**config.mk**
```make
export PLATFORM = sky130hd
export DESIGN_NAME = instru_fetch
export DESIGN_NICKNAME = d
export VERILOG_FILES = /design/src/rtl/instru_fetch.sv
export SDC_FILE = /design/constraint.sdc
export NUM_CORES = 1
export LEC_CHECK = 0
export ABC_AREA = 1
export BUFFER_PORTS_ARGS = -buffer_cell sky130_fd_sc_hd__buf_2
export CAP_MARGIN = 10
export CORE_UTILIZATION = 45
export CTS_BUF_LIST = sky130_fd_sc_hd__clkbuf_8
export DETAILED_ROUTE_END_ITERATION = 8
export GPL_ROUTABILITY_DRIVEN = 0
export PLACE_DENSITY = 0.76
export SKIP_LAST_GASP = 1
export SYNTH_ARGS = -nofsm -noshare
export SYNTH_HDL_FRONTEND = slang
export SYNTH_SLANG_ARGS = --single-unit
```
**constraint.sdc**
```tcl
create_clock -name clk -period 1.7 [get_ports clk]
set_input_delay 0.255 -clock clk [delete_from_list [all_inputs] [get_ports clk]]
set_output_delay 0.255 -clock clk [all_outputs]
set_load 0.02 [all_outputs]
```
**src/rtl/instru_fetch.sv**
```systemverilog
// Instruction-fetch stage: owns the PC, drives the instruction-memory address and
// captures the returned instruction plus PC+4 into the IF/ID pipeline register.
module instru_fetch #(
  parameter logic [31:0] RESET_PC = 32'h0000_0000,
  parameter int unsigned SIZE_IM  = 128
) (
  input  logic        clk,
  input  logic        rst,
  output logic [31:0] im_addr,
  input  logic [31:0] im_instru,
  input  logic        stall,
  input  logic        flush,
  input  logic        branch_taken,
  input  logic [31:0] branch_target,
  input  logic        jump,
  input  logic [31:0] jump_target,
  output logic [31:0] pc,
  output logic [31:0] if_id_instru,
  output logic [31:0] if_id_pc4,
  output logic        if_id_valid,
  output logic        fetch_fault,
  output logic        misalign,
  output logic [31:0] fetch_count
);

  localparam int unsigned XLEN = 32;
  localparam int unsigned AW   = XLEN + 1;
  // One bit wider than the PC so a SIZE_IM of 2^30 words cannot overflow the limit.
  localparam logic [AW-1:0] PC_LIMIT = AW'(SIZE_IM) << 2;

  typedef struct packed {
    logic [XLEN-1:0] instru;
    logic [XLEN-1:0] pc4;
    logic            valid;
  } if_id_t;

  localparam if_id_t BUBBLE = '{instru: '0, pc4: '0, valid: 1'b0};

  logic [XLEN-1:0] pc_q, pc_d;
  if_id_t          if_id_q, if_id_d;
  logic            fault_q, fault_d;
  logic            mis_q, mis_d;
  logic [XLEN-1:0] cnt_q, cnt_d;

  logic            redirect;
  logic [XLEN-1:0] target_raw;
  logic [XLEN-1:0] target_aligned;
  logic [XLEN-1:0] pc_plus4;
  logic            out_of_range;

  // Redirect decode: branch wins over jump; low address bits are dropped.
  always_comb begin
    redirect       = branch_taken | jump;
    target_raw     = branch_taken ? branch_target : jump_target;
    target_aligned = {target_raw[XLEN-1:2], 2'b00};
    pc_plus4       = pc_q + XLEN'(4);
    out_of_range   = {1'b0, pc_q} >= PC_LIMIT;
  end

  // Next-state selection, first matching rule wins.
  always_comb begin
    pc_d    = pc_q;
    if_id_d = if_id_q;
    fault_d = fault_q;
    mis_d   = mis_q;
    cnt_d   = cnt_q;
    if (redirect) begin
      pc_d    = target_aligned;
      if_id_d = BUBBLE;
      if (target_raw[1:0] != 2'b00) begin
        mis_d = 1'b1;
      end
    end else if (stall) begin
      pc_d    = pc_q;
    end else if (out_of_range) begin
      // Parked: only a redirect or reset moves the PC again.
      if_id_d = BUBBLE;
      fault_d = 1'b1;
    end else if (flush) begin
      if_id_d = BUBBLE;
      pc_d    = pc_plus4;
    end else begin
      if_id_d.instru = im_instru;
      if_id_d.pc4    = pc_plus4;
      if_id_d.valid  = 1'b1;
      pc_d           = pc_plus4;
      cnt_d          = cnt_q + XLEN'(1);
    end
  end

  always_ff @(posedge clk) begin
    if (rst) begin
      pc_q    <= RESET_PC;
      if_id_q <= BUBBLE;
      fault_q <= 1'b0;
      mis_q   <= 1'b0;
      cnt_q   <= '0;
    end else begin
      pc_q    <= pc_d;
      if_id_q <= if_id_d;
      fault_q <= fault_d;
      mis_q   <= mis_d;
      cnt_q   <= cnt_d;
    end
  end

  assign im_addr      = pc_q;
  assign pc           = pc_q;
  assign if_id_instru = if_id_q.instru;
  assign if_id_pc4    = if_id_q.pc4;
  assign if_id_valid  = if_id_q.valid;
  assign fetch_fault  = fault_q;
  assign misalign     = mis_q;
  assign fetch_count  = cnt_q;

endmodule

```
==> impl_results.md, run 1 <==
* Syn Area/Cell at about 6.7 sq um
* Placement Setup Slack at roughly 46 ps
* H-tree levels at 4
* Slew HR at between 50% and 60%
* Max-cap violations at 0
* Switching part of the total power at 26.52%
* First-pass GRT wire length at 29.16 mm
* Worst r2r path cells at 8
* Final Cycle Share at 96.91%
* Hold path startpoint: im_instru[7]
* Diodes inserted at 0
* Achievable Freq at 0.6070 GHz
* Total grt overflow at 0
* Sequential fraction of design power at 44.6%
* Reg2reg end: if_id_instru[15]
* Dominant synthesized flop cell: dfxtp_1
* Sw power at 0.001855 W
* Area grow syn2layout at 29.52%
* Initial antenna violation count at 0
* Tmin final at 1647 ps
* M2 GR Usage at 43.82%
* Share of cells above drive strength 1 at between 20 and 30%
* Port Buffers at 258
* Pins Over Slew Limit at 0
* Crit. End Element: flop
* Ys Warns at 0
* Critical Path Start: im_addr[20]
* Post-synth EDFFs at 0
* Io pins at 265
* Final setup violation count at 0
* Total track usage at about 26%
* DR iter-0 viols at around 440
* Final WS setup at 52.60 ps
* Clock Latency Late Sink at 450 ps
* Mapped Area at 6302 sq um
* CTS Buffer Depth at 2
* Synth top area cells: dfxtp_1 (40%), nand2_1 (17%), nor2_1 (9.2%), a21oi_1 (6.1%), nand3_1 (6.0%)
* Ys async rst share at 0%
* Filler instances at 1342
* Critical path type: flop to flop
* Min-delay worst type: primary input to flop
* Total area of sequential cells at between 2000 and 3000 sq um
* RSZ-0062 raised after global routing: yes
* Arr. time, crit path at 2010 ps
* Vias in the first global route at 6041
* Post-CTS Setup Repair Bufs at 0
* Largest net degree at the start of global routing at 64
* Cts hold-fix bufs at 0
* Clock-pin slew on the worst setup and hold paths at 80 ps
* Core ar. at 13450 sq um
* Vias per cell at 5.013
* Crit path max fanout at 19
* Clock share of power at 43.3%
* Critical Path RT at 2060 ps
* Worst VDD drop at 0.0005160 V
* Status: finished clean
* R2r setup slk at 50 ps
* DIE WIDTH at 120.3 um
* Post-CTS resize count at 0
* GR peak layer: met2
* Yosys top cell area share at approximately two fifths
* Combinational share of power at 12.2%
* Internal power at 0.005140 W
* Final Hold Fails at 0
* DP Wirelength at around 14 mm
* DRC viols at 0
* DR pass1 iterations at 5
* Fin area at about 8000 sq um
* Worst R2R Start: im_addr[20]
* Cells after Synth at 938
* Final WL at 18.72 mm
* Post-synth top area cell: dfxtp_1
* Pwr dens at between 800 and 900 nW/um^2
* Area post-placement at ~7600 sq um
* Synth Register Bits at about 130
* DR vias at 6793
* Netlist cell types at 33
* Die footprint at between 10000 and 15000 sq um
* Worst Setup Start Kind: flop
* Grt met1 use at 30.61%
* Leakage at about 3.7 nW
* Avg WL per Cell at 13.81 um
* Area of the multi-input gates at 3208 sq um
* CTS tree: yes
* Post-synthesis sequential area ratio at about two fifths
* Root Buffer Master: clkbuf_8
* Routed Antenna Nets at 0
* Met3 usage at 5.142%
* Worst slew pin tran at a little over 600 ps
* Setup TNS at 0 ps
* Final Util at 60.68%
* Nets@finish at 1272
* CTS Buf Count at 17
* Pwr Total at 0.006995 W
* # clock sinks at 127
* Clock skew at 14.68 ps
* Die Height at 120.3 um
* # rows at 42
* CP Capture Point: if_id_instru[15]
* Initial Util at 46.85%
flip-flops by register name, indices dropped and copies added, names as in the netlist:
signal,cells
if_id_pc4,30
misalign,1
fetch_fault,1
if_id_valid,1
fetch_count,32
if_id_instru,32
im_addr,30
synth_stat cells (all sizes together) (3+ instances only):
| cell | n |
|---|---|
| o21bai | 10 |
| dfxtp | 127 |
| o211ai | 6 |
| nor3 | 3 |
| nand4 | 3 |
| nor2 | 161 |
| xor2 | 12 |
| nand3 | 76 |
| o21ai | 18 |
| a21oi | 77 |
| xnor2 | 5 |
| a22oi | 6 |
| ha | 3 |
| buf | 48 |
| clkbuf | 31 |
| or2 | 6 |
| a22o | 9 |
| inv | 40 |
| nand2 | 292 |
cells by family (layout without fill, tap and decap cells):
family | count (synthesis) | after routing | synth area share (%)
other | 1 | 6 | 0.05950
DFF | 127 | 127 | 40.34
xor gates and xnor gates | 17 | 17 | 2.362
AOI/OAI and AO/OA | 129 | 129 | 11.81
and+or+nand+nor | 541 | 541 | 34.94
buffers and inverters | 120 | 356 | 9.887
adders and majority gates | 3 | 3 | 0.5957
worst max-delay path, cell delays in order, from the launching register on:
cell,delay [ps]
dfxtp_1,350
nor2_2,150
nand2_1,120
nor2_4,180
nand3_2,140
nor2_4,170
buf_12,180
nand3_1,80
a21oi_1,190
stage by stage:
| step | cells | hold slack [ps] |
|---|---|---|
| 3_3_place_gp | 1323 | 428.7 |
| 3_5_place_dp | 1323 | 431.2 |
| 6_report | 1355 | 59.54 |
| 5_1_grt | 1355 | 44.42 |
| 2_1_floorplan | 943 | 415.2 |
| 4_1_cts | 1354 | 35.92 |
cells in the final DEF, fill, tap and decap left out, types with 6 or more instances in the layout:
cell      Yosys  layout
a21oi_1      77      77
a22o_1        9       9
a22oi_1       6       6
buf_12        0       6
buf_2         5     258
buf_4        40      19
clkbuf_8      0      18
conb_1        1       6
dfxtp_1     127     126
inv_1        37      37
nand2_1     291     290
nand3_1      76      73
nor2_1      154     149
nor2_2        5       6
nor2_4        2       6
o211ai_1      6       6
o21ai_0      18      18
o21bai_1     10      10
or2_2         6       6
xor2_1       12      12
worst min-delay path by stage:
stage                       end  depth (start not counted)
2_1_floorplan  if_id_instru[10]                          2
3_3_place_gp      if_id_pc4[20]                          2
3_5_place_dp      if_id_pc4[20]                          2
4_1_cts         if_id_instru[7]                          3
5_1_grt         if_id_instru[9]                          3
6_report        if_id_instru[7]                          3
power by group through the flow:
stage          combinational (W)  clock, W  sequential (W)
4_1_cts                 0.000838   0.00307         0.00312
3_3_place_gp            0.000832         0         0.00318
3_5_place_dp            0.000834         0         0.00319
6_report                0.000851   0.00303         0.00312
2_1_floorplan           0.000498         0         0.00324
5_1_grt                 0.000926   0.00321         0.00313
final cells by class:
class / count / share of cell area (%)
clock inverters: 13 / 2.575
well taps: 176 / 2.698
repair buffers: 284 / 19.34
inverters: 41 / 1.885
clock buffers: 18 / 3.035
multi-input cells: 696 / 39.30
flip-flops and latches: 127 / 31.16
per-layer routing:
metal	vias up	share of wire, %
met1	3052	41
met3	35	6.1
met2	284	50
met5	-	0
li1	3422	-
met4	0	2.4
No activity file was read; power rests on OpenSTA's default activity.
==> run 2, diff against run 1 <==
Settings changed: PLACE_DENSITY 0.76 to 0.78, SETUP_SLACK_MARGIN set to 0.5.
==> run 2 against run 1 <==
- the run now ends with negative setup slack left
- worst setup slack got worse by 190 ps
- first-iteration DRC count rose by 82%
- clock power fell by 21%
- combinational power increased by 47%
- sequential power about the same
- critical path type unchanged
- largest cell class unchanged
- largest power group unchanged
==> impl_results.md, run 2 (same netlist as run 1, synthesis figures left out) <==
* Status: finished, violations left (was finished clean)
* Failing checks: negative setup slack
* RSZ-0062 raised after global routing: yes (unchanged)
* Commonest cells after routing, fill and taps aside: nand2_1 (279), buf_6 (154), nor2_1 (123) (was nand2_1 (290), buf_2 (258), nor2_1 (149))
* Final setup violation count at 33 (was 0)
* Final Hold Fails at 0 (unchanged)
* Routed Antenna Nets at 0 (unchanged)
* H-tree levels at 4 (unchanged)
* DR iter-0 viols at 795 (was 437)
* # clock sinks at 127 (unchanged)
* Leading cell type in the layout, fill and taps excluded: nand2_1 (unchanged)
* Final WS setup at -133.8 ps (was 52.60 ps)
* Final WL at 26.96 mm (was 18.72 mm)
* Slowest cell delay on critical path at 370 ps (was 350 ps)
* CTS tree: yes (unchanged)
* DR vias at 7989 (was 6793)
* Clock Latency Late Sink at 470 ps (was 450 ps)
* Clock-pin slew on the worst setup and hold paths at 100 ps (was 80 ps)
* Io pins at 265 (unchanged)
* Achievable Freq at 0.5453 GHz (was 0.6070 GHz)
* Share of cells above drive strength 1 at 51.34% (was 29.26%)
* Tmin final at 1834 ps (was 1647 ps)
* CTS Buf Count at 17 (unchanged)
* Nets@finish at 1358 (was 1272)
* Root Buffer Master: clkbuf_8 (unchanged)
* Arr. time, crit path at 2210 ps (was 2010 ps)
* Clock skew at 20.33 ps (was 14.68 ps)
* Vias in the first global route at 6988 (was 6041)
* DRC viols at 0 (unchanged)
* Pwr dens at 630.4 nW/um^2 (was 857.0 nW/um^2)
* Critical path type: flop to flop (unchanged)
* Avg WL per Cell at 18.68 um (was 13.81 um)
* Max-cap violations at 0 (unchanged)
* Setup TNS at -888.2 ps (was 0 ps)
* CTS Buffer Depth at 2 (unchanged)
* Cell mode on critical path: nor2_4 (unchanged)
* Final Util at 79.48% (was 60.68%)
* CP top delay family: simple AND/OR/NAND/NOR gates (unchanged)
* Critical Path RT at 2080 ps (was 2060 ps)
* Final Cycle Share at 107.9% (was 96.91%)
* Die footprint at 14480 sq um (unchanged)
* Total grt overflow at 0 (unchanged)
* Die Height at 120.3 um (unchanged)
* DIE WIDTH at 120.3 um (unchanged)
* Initial antenna violation count at 1 (was 0)
* Total track usage at 29.53% (was 25.51%)
* Worst slew pin tran at 631.4 ps (was 621.2 ps)
* Worst Setup Start Kind: flop (unchanged)
* Leakage at 4.412 nW (was 3.685 nW)
* Worst VDD drop at 0.0007388 V (was 0.0005160 V)
* Largest net degree at the start of global routing at 64 (unchanged)
* Worst Path Buf+Inv at 2 (was 1)
* Crit path max fanout at 5 (was 19)
* Min-delay worst type: primary input to flop (unchanged)
* Slew HR at 57.90% (was 58.59%)
* Critical Path Slowest Stage Cell: dfxtp_4 (was dfxtp_1)
* Crit. End Element: flop (unchanged)
* Port Buffers at 258 (unchanged)
* Vias per cell at 5.536 (was 5.013)
* Area grow syn2layout at 69.67% (was 29.52%)
* # rows at 42 (unchanged)
* DR pass1 iterations at 6 (was 5)
* Pins Over Slew Limit at 0 (unchanged)
* Core ar. at 13450 sq um (unchanged)
* DP Wirelength at 13.54 mm (was 13.53 mm)
* First-pass GRT wire length at 33.64 mm (was 29.16 mm)
* Cells along the critical path: nor2_4 -> nand2_2 -> nor2_4 -> nand3_4 -> nor2_4 -> buf_6 -> clkbuf_16 -> nand3_4 -> a21oi_2 (was nor2_2 -> nand2_1 -> nor2_4 -> nand3_2 -> nor2_4 -> buf_12 -> nand3_1 -> a21oi_1)
* Initial Util at 46.85% (unchanged)
-- run 2: repair_timing --
item                                    in CTS  in global routing
endpoints found under the setup margin     261                246
buffers inserted                            41                 39
pin swaps                                   19                 45
hold buffers                                 0                  0
gates cloned                                 6                  6
gates resized for setup                    464                134
-- run 2: final timing paths --
check | start | to | slack [ps] | cells past startpoint
setup reg to reg | im_addr[20] | if_id_instru[6] | -130 | 9
hold reg to reg | if_id_pc4[20] | if_id_pc4[20] | 460 | 2
hold / removal | im_instru[17] | if_id_instru[17] | 40 | 3
setup / recovery | im_addr[20] | if_id_instru[6] | -130 | 9
-- run 2: worst register-to-register path, cell delays in order, from the launching register on --
cell,delay [ps]
dfxtp_4,370
nor2_4,140
nand2_2,80
nor2_4,150
nand3_4,100
nor2_4,210
buf_6,190
clkbuf_16,180
nand3_4,70
a21oi_2,260
-- run 2: layer usage --
layer,share of wire [%],track usage [%],up-vias
met3,7.2,6.745,168
met4,7.4,14.97,0
met2,50,53.09,499
met5,0,0,-
met1,36,32.38,3699
li1,-,-,3623
-- run 2: metrics by stage --
stage | hold WS [ps] | setup WS (ps) | std cells | total power, W | cell area, sq um
after floorplan | 415.2 | 261.9 | 943 | 0.003752 | 6456
after global placement | 428.0 | 138.3 | 1318 | 0.004004 | 7657
after detailed placement | 430.1 | 68.75 | 1318 | 0.004007 | 7657
after CTS | 21.37 | 134.4 | 1397 | 0.006505 | 9701
after global routing | 21.22 | -346.5 | 1443 | 0.006949 | 10690
final | 41.50 | -133.8 | 1443 | 0.006741 | 10690
-- run 2: final cells by class --
cell class	instances	area (sq um)
Multi-Input combinational cell	699	3847
Timing Repair Buffer	366	3268
Clock buffer	17	234.0
Timing Repair inverter	1	11.26
Tap cell	176	220.2
Clock inverter	15	110.1
Antenna cell	1	2.502
Inverter	41	163.9
Fill cell	818	2760
Sequential cell	127	2835
-- run 2: power by group --
group | internal (W) | switching, W
Sequential | 0.00299 | 0.000108
Clock | 0.00103 | 0.00137
Combinational | 0.000541 | 0.000706
==> run 3, diff against run 2 <==
Settings changed: SETUP_SLACK_MARGIN 0.5 to 0.15.
==> run 3 against run 2 <==
- the run now ends clean
- critical path depth is 1 lower
- first-iteration DRC count is 31% lower
- clock power is 4% higher
- sequential power hardly changed
- global-route usage is 3.8 points lower
- sequential share of layout area is 4.1 points higher
- register-to-register slack better by 200 ps
- largest cell class unchanged
- largest power group unchanged
==> impl_results.md, run 3 (same netlist as run 1, synthesis figures left out) <==
* First-pass GRT wire length at 29.64 mm (was 33.64 mm)
* Worst slew pin tran at 626.8 ps (was 631.4 ps)
* Vias per cell at 5.071 (was 5.536)
* Slowest cell delay on critical path at 380 ps (was 370 ps)
* # rows at 42 (unchanged)
* Io pins at 265 (unchanged)
* Hold path startpoint: im_instru[2] (was im_instru[17])
* Pins Over Slew Limit at 0 (unchanged)
* Met3 usage at 5.708% (was 6.745%)
* Core ar. at 13450 sq um (unchanged)
* DR iter-0 viols at 546 (was 795)
* CP top delay family: simple AND/OR/NAND/NOR gates (unchanged)
* Pwr dens at 773.6 nW/um^2 (was 630.4 nW/um^2)
* Grt met1 use at 32.13% (was 32.38%)
* Status: finished clean (was finished, violations left)
* R2r setup slk at 60 ps (was -130 ps)
* Setup TNS at 0 ps (was -888.2 ps)
* Critical Path Slowest Stage Cell: dfxtp_4 (unchanged)
* Port Buffers at 258 (unchanged)
* DRC viols at 0 (unchanged)
* Clock skew at 13.90 ps (was 20.33 ps)
* Largest net degree at the start of global routing at 64 (unchanged)
* Switching part of the total power at 29.57% (was 32.44%)
* Clock Latency Late Sink at 440 ps (was 470 ps)
* CTS Buffer Depth at 2 (unchanged)
* Min-delay worst type: primary input to flop (unchanged)
* Crit. End Element: flop (unchanged)
* Final Util at 62.93% (was 79.48%)
* Total track usage at 25.70% (was 29.53%)
* Combinational share of power at 14.2% (was 18.5%)
* Pwr Total at 0.006549 W (was 0.006741 W)
* Critical path type: flop to flop (unchanged)
* Worst Setup Start Kind: flop (unchanged)
* Slew HR at 58.21% (was 57.90%)
* Arr. time, crit path at 2000 ps (was 2210 ps)
* Final Hold Fails at 0 (unchanged)
* DR vias at 6988 (was 7989)
* Routed Antenna Nets at 0 (unchanged)
* Worst R2R Start: im_addr[18] (was im_addr[20])
* Die Height at 120.3 um (unchanged)
* RSZ-0062 raised after global routing: yes (unchanged)
* Clock-pin slew on the worst setup and hold paths at 80 ps (was 100 ps)
* Die footprint at 14480 sq um (unchanged)
* Cts hold-fix bufs at 0 (unchanged)
* Worst Path Buf+Inv at 1 (was 2)
* Internal power at 0.004613 W (was 0.004554 W)
* GR peak layer: met2 (unchanged)
* M2 GR Usage at 43.64% (was 53.09%)
* Leakage at 3.799 nW (was 4.412 nW)
* Final Cycle Share at 96.34% (was 107.9%)
* Sequential fraction of design power at 47.6% (was 45.9%)
* Tmin final at 1638 ps (was 1834 ps)
* Clock share of power at 38.2% (was 35.6%)
* Max-cap violations at 0 (unchanged)
* # clock sinks at 127 (unchanged)
* DP Wirelength at 13.68 mm (was 13.54 mm)
* DR pass1 iterations at 8 (was 6)
* Worst VDD drop at 0.0006309 V (was 0.0007388 V)
* Root Buffer Master: clkbuf_8 (unchanged)
* Commonest cells after routing, fill and taps aside: nand2_1 (284), buf_2 (258), nor2_1 (136) (was nand2_1 (279), buf_6 (154), nor2_1 (123))
* Critical Path RT at 2060 ps (was 2080 ps)
* CTS tree: yes (unchanged)
* Initial antenna violation count at 0 (was 1)
* H-tree levels at 4 (unchanged)
* CTS Buf Count at 17 (unchanged)
* Leading cell type in the layout, fill and taps excluded: nand2_1 (unchanged)
* Critical Path Start: im_addr[18] (was im_addr[20])
* Final WL at 19.42 mm (was 26.96 mm)
* Hold WS at 72.06 ps (was 41.50 ps)
* Crit path max fanout at 8 (was 5)
* Cell mode on critical path: nor2_4 (unchanged)
* Achievable Freq at 0.6106 GHz (was 0.5453 GHz)
* Vias in the first global route at 5999 (was 6988)
* Cells along the critical path: nor2_2 -> nand2_2 -> nor2_4 -> nand4_4 -> nor2_4 -> clkbuf_16 -> nand2_1 -> a21oi_1 (was nor2_4 -> nand2_2 -> nor2_4 -> nand3_4 -> nor2_4 -> buf_6 -> clkbuf_16 -> nand3_4 -> a21oi_2)
* Diodes inserted at 0 (was 1)
* Total grt overflow at 0 (unchanged)
* Avg WL per Cell at 14.09 um (was 18.68 um)
* Final setup violation count at 0 (was 33)
* Initial Util at 46.85% (unchanged)
* Sw power at 0.001936 W (was 0.002187 W)
* Share of cells above drive strength 1 at 34.53% (was 51.34%)
* Area grow syn2layout at 34.33% (was 69.67%)
* DIE WIDTH at 120.3 um (unchanged)
* Filler instances at 1285 (was 818)
* Nets@finish at 1294 (was 1358)
-- run 3: final timing paths --
check	to	cells past startpoint
setup / recovery	fetch_count[11]	8
hold / removal	if_id_instru[2]	3
setup reg to reg	fetch_count[11]	8
hold reg to reg	if_id_pc4[14]	2
-- run 3: per-layer routing --
metal | share of wire [%] | vias to the layer above
met2 | 50 | 278
met5 | 0 | -
met3 | 6.7 | 53
met4 | 2.6 | 0
li1 | - | 3470
met1 | 41 | 3187
-- run 3: repair_timing --
item	in CTS	in global routing
endpoints found under the setup margin	69	99
cloned	0	5
gates resized for setup	12	73
pin swaps	2	16
setup buffers	1	13
-- run 3: area by class of cell --
cell class,count,area (sq um),share of cell area (%)
Clock buffer,18,247.7,2.926
Clock inverter,14,130.1,1.537
Inverter,41,156.4,1.847
Multi-Input combinational cell,697,3327,39.30
Sequential cell,127,2595,30.65
Tap cell,176,220.2,2.601
Timing Repair Buffer,305,1789,21.14
-- run 3: stage by stage --
step           instance area, sq um  cells  setup WS, ps
2_1_floorplan                  6326    943         157.3
3_3_place_gp                   7641   1327         104.7
4_1_cts                        8087   1360         147.4
5_1_grt                        8466   1378         9.996
3_5_place_dp                   7641   1327         96.75
6_report                       8466   1378         62.21
-- run 3: power by group through the flow --
stage          sequential, W  clock (W)  combinational, W
3_5_place_dp         0.00318          0          0.000839
5_1_grt              0.00313    0.00269           0.00100
6_report             0.00312    0.00250          0.000927
2_1_floorplan        0.00324          0          0.000498
4_1_cts              0.00311    0.00254          0.000859
3_3_place_gp         0.00318          0          0.000839
-- run 3: tightest hold or removal path, delay by kind of cell --
| family | cells | cell delay [ps] |
|---|---|---|
| simple gates | 1 | 70 |
| compound gates | 1 | 50 |
| buf+inv | 1 | 100 |
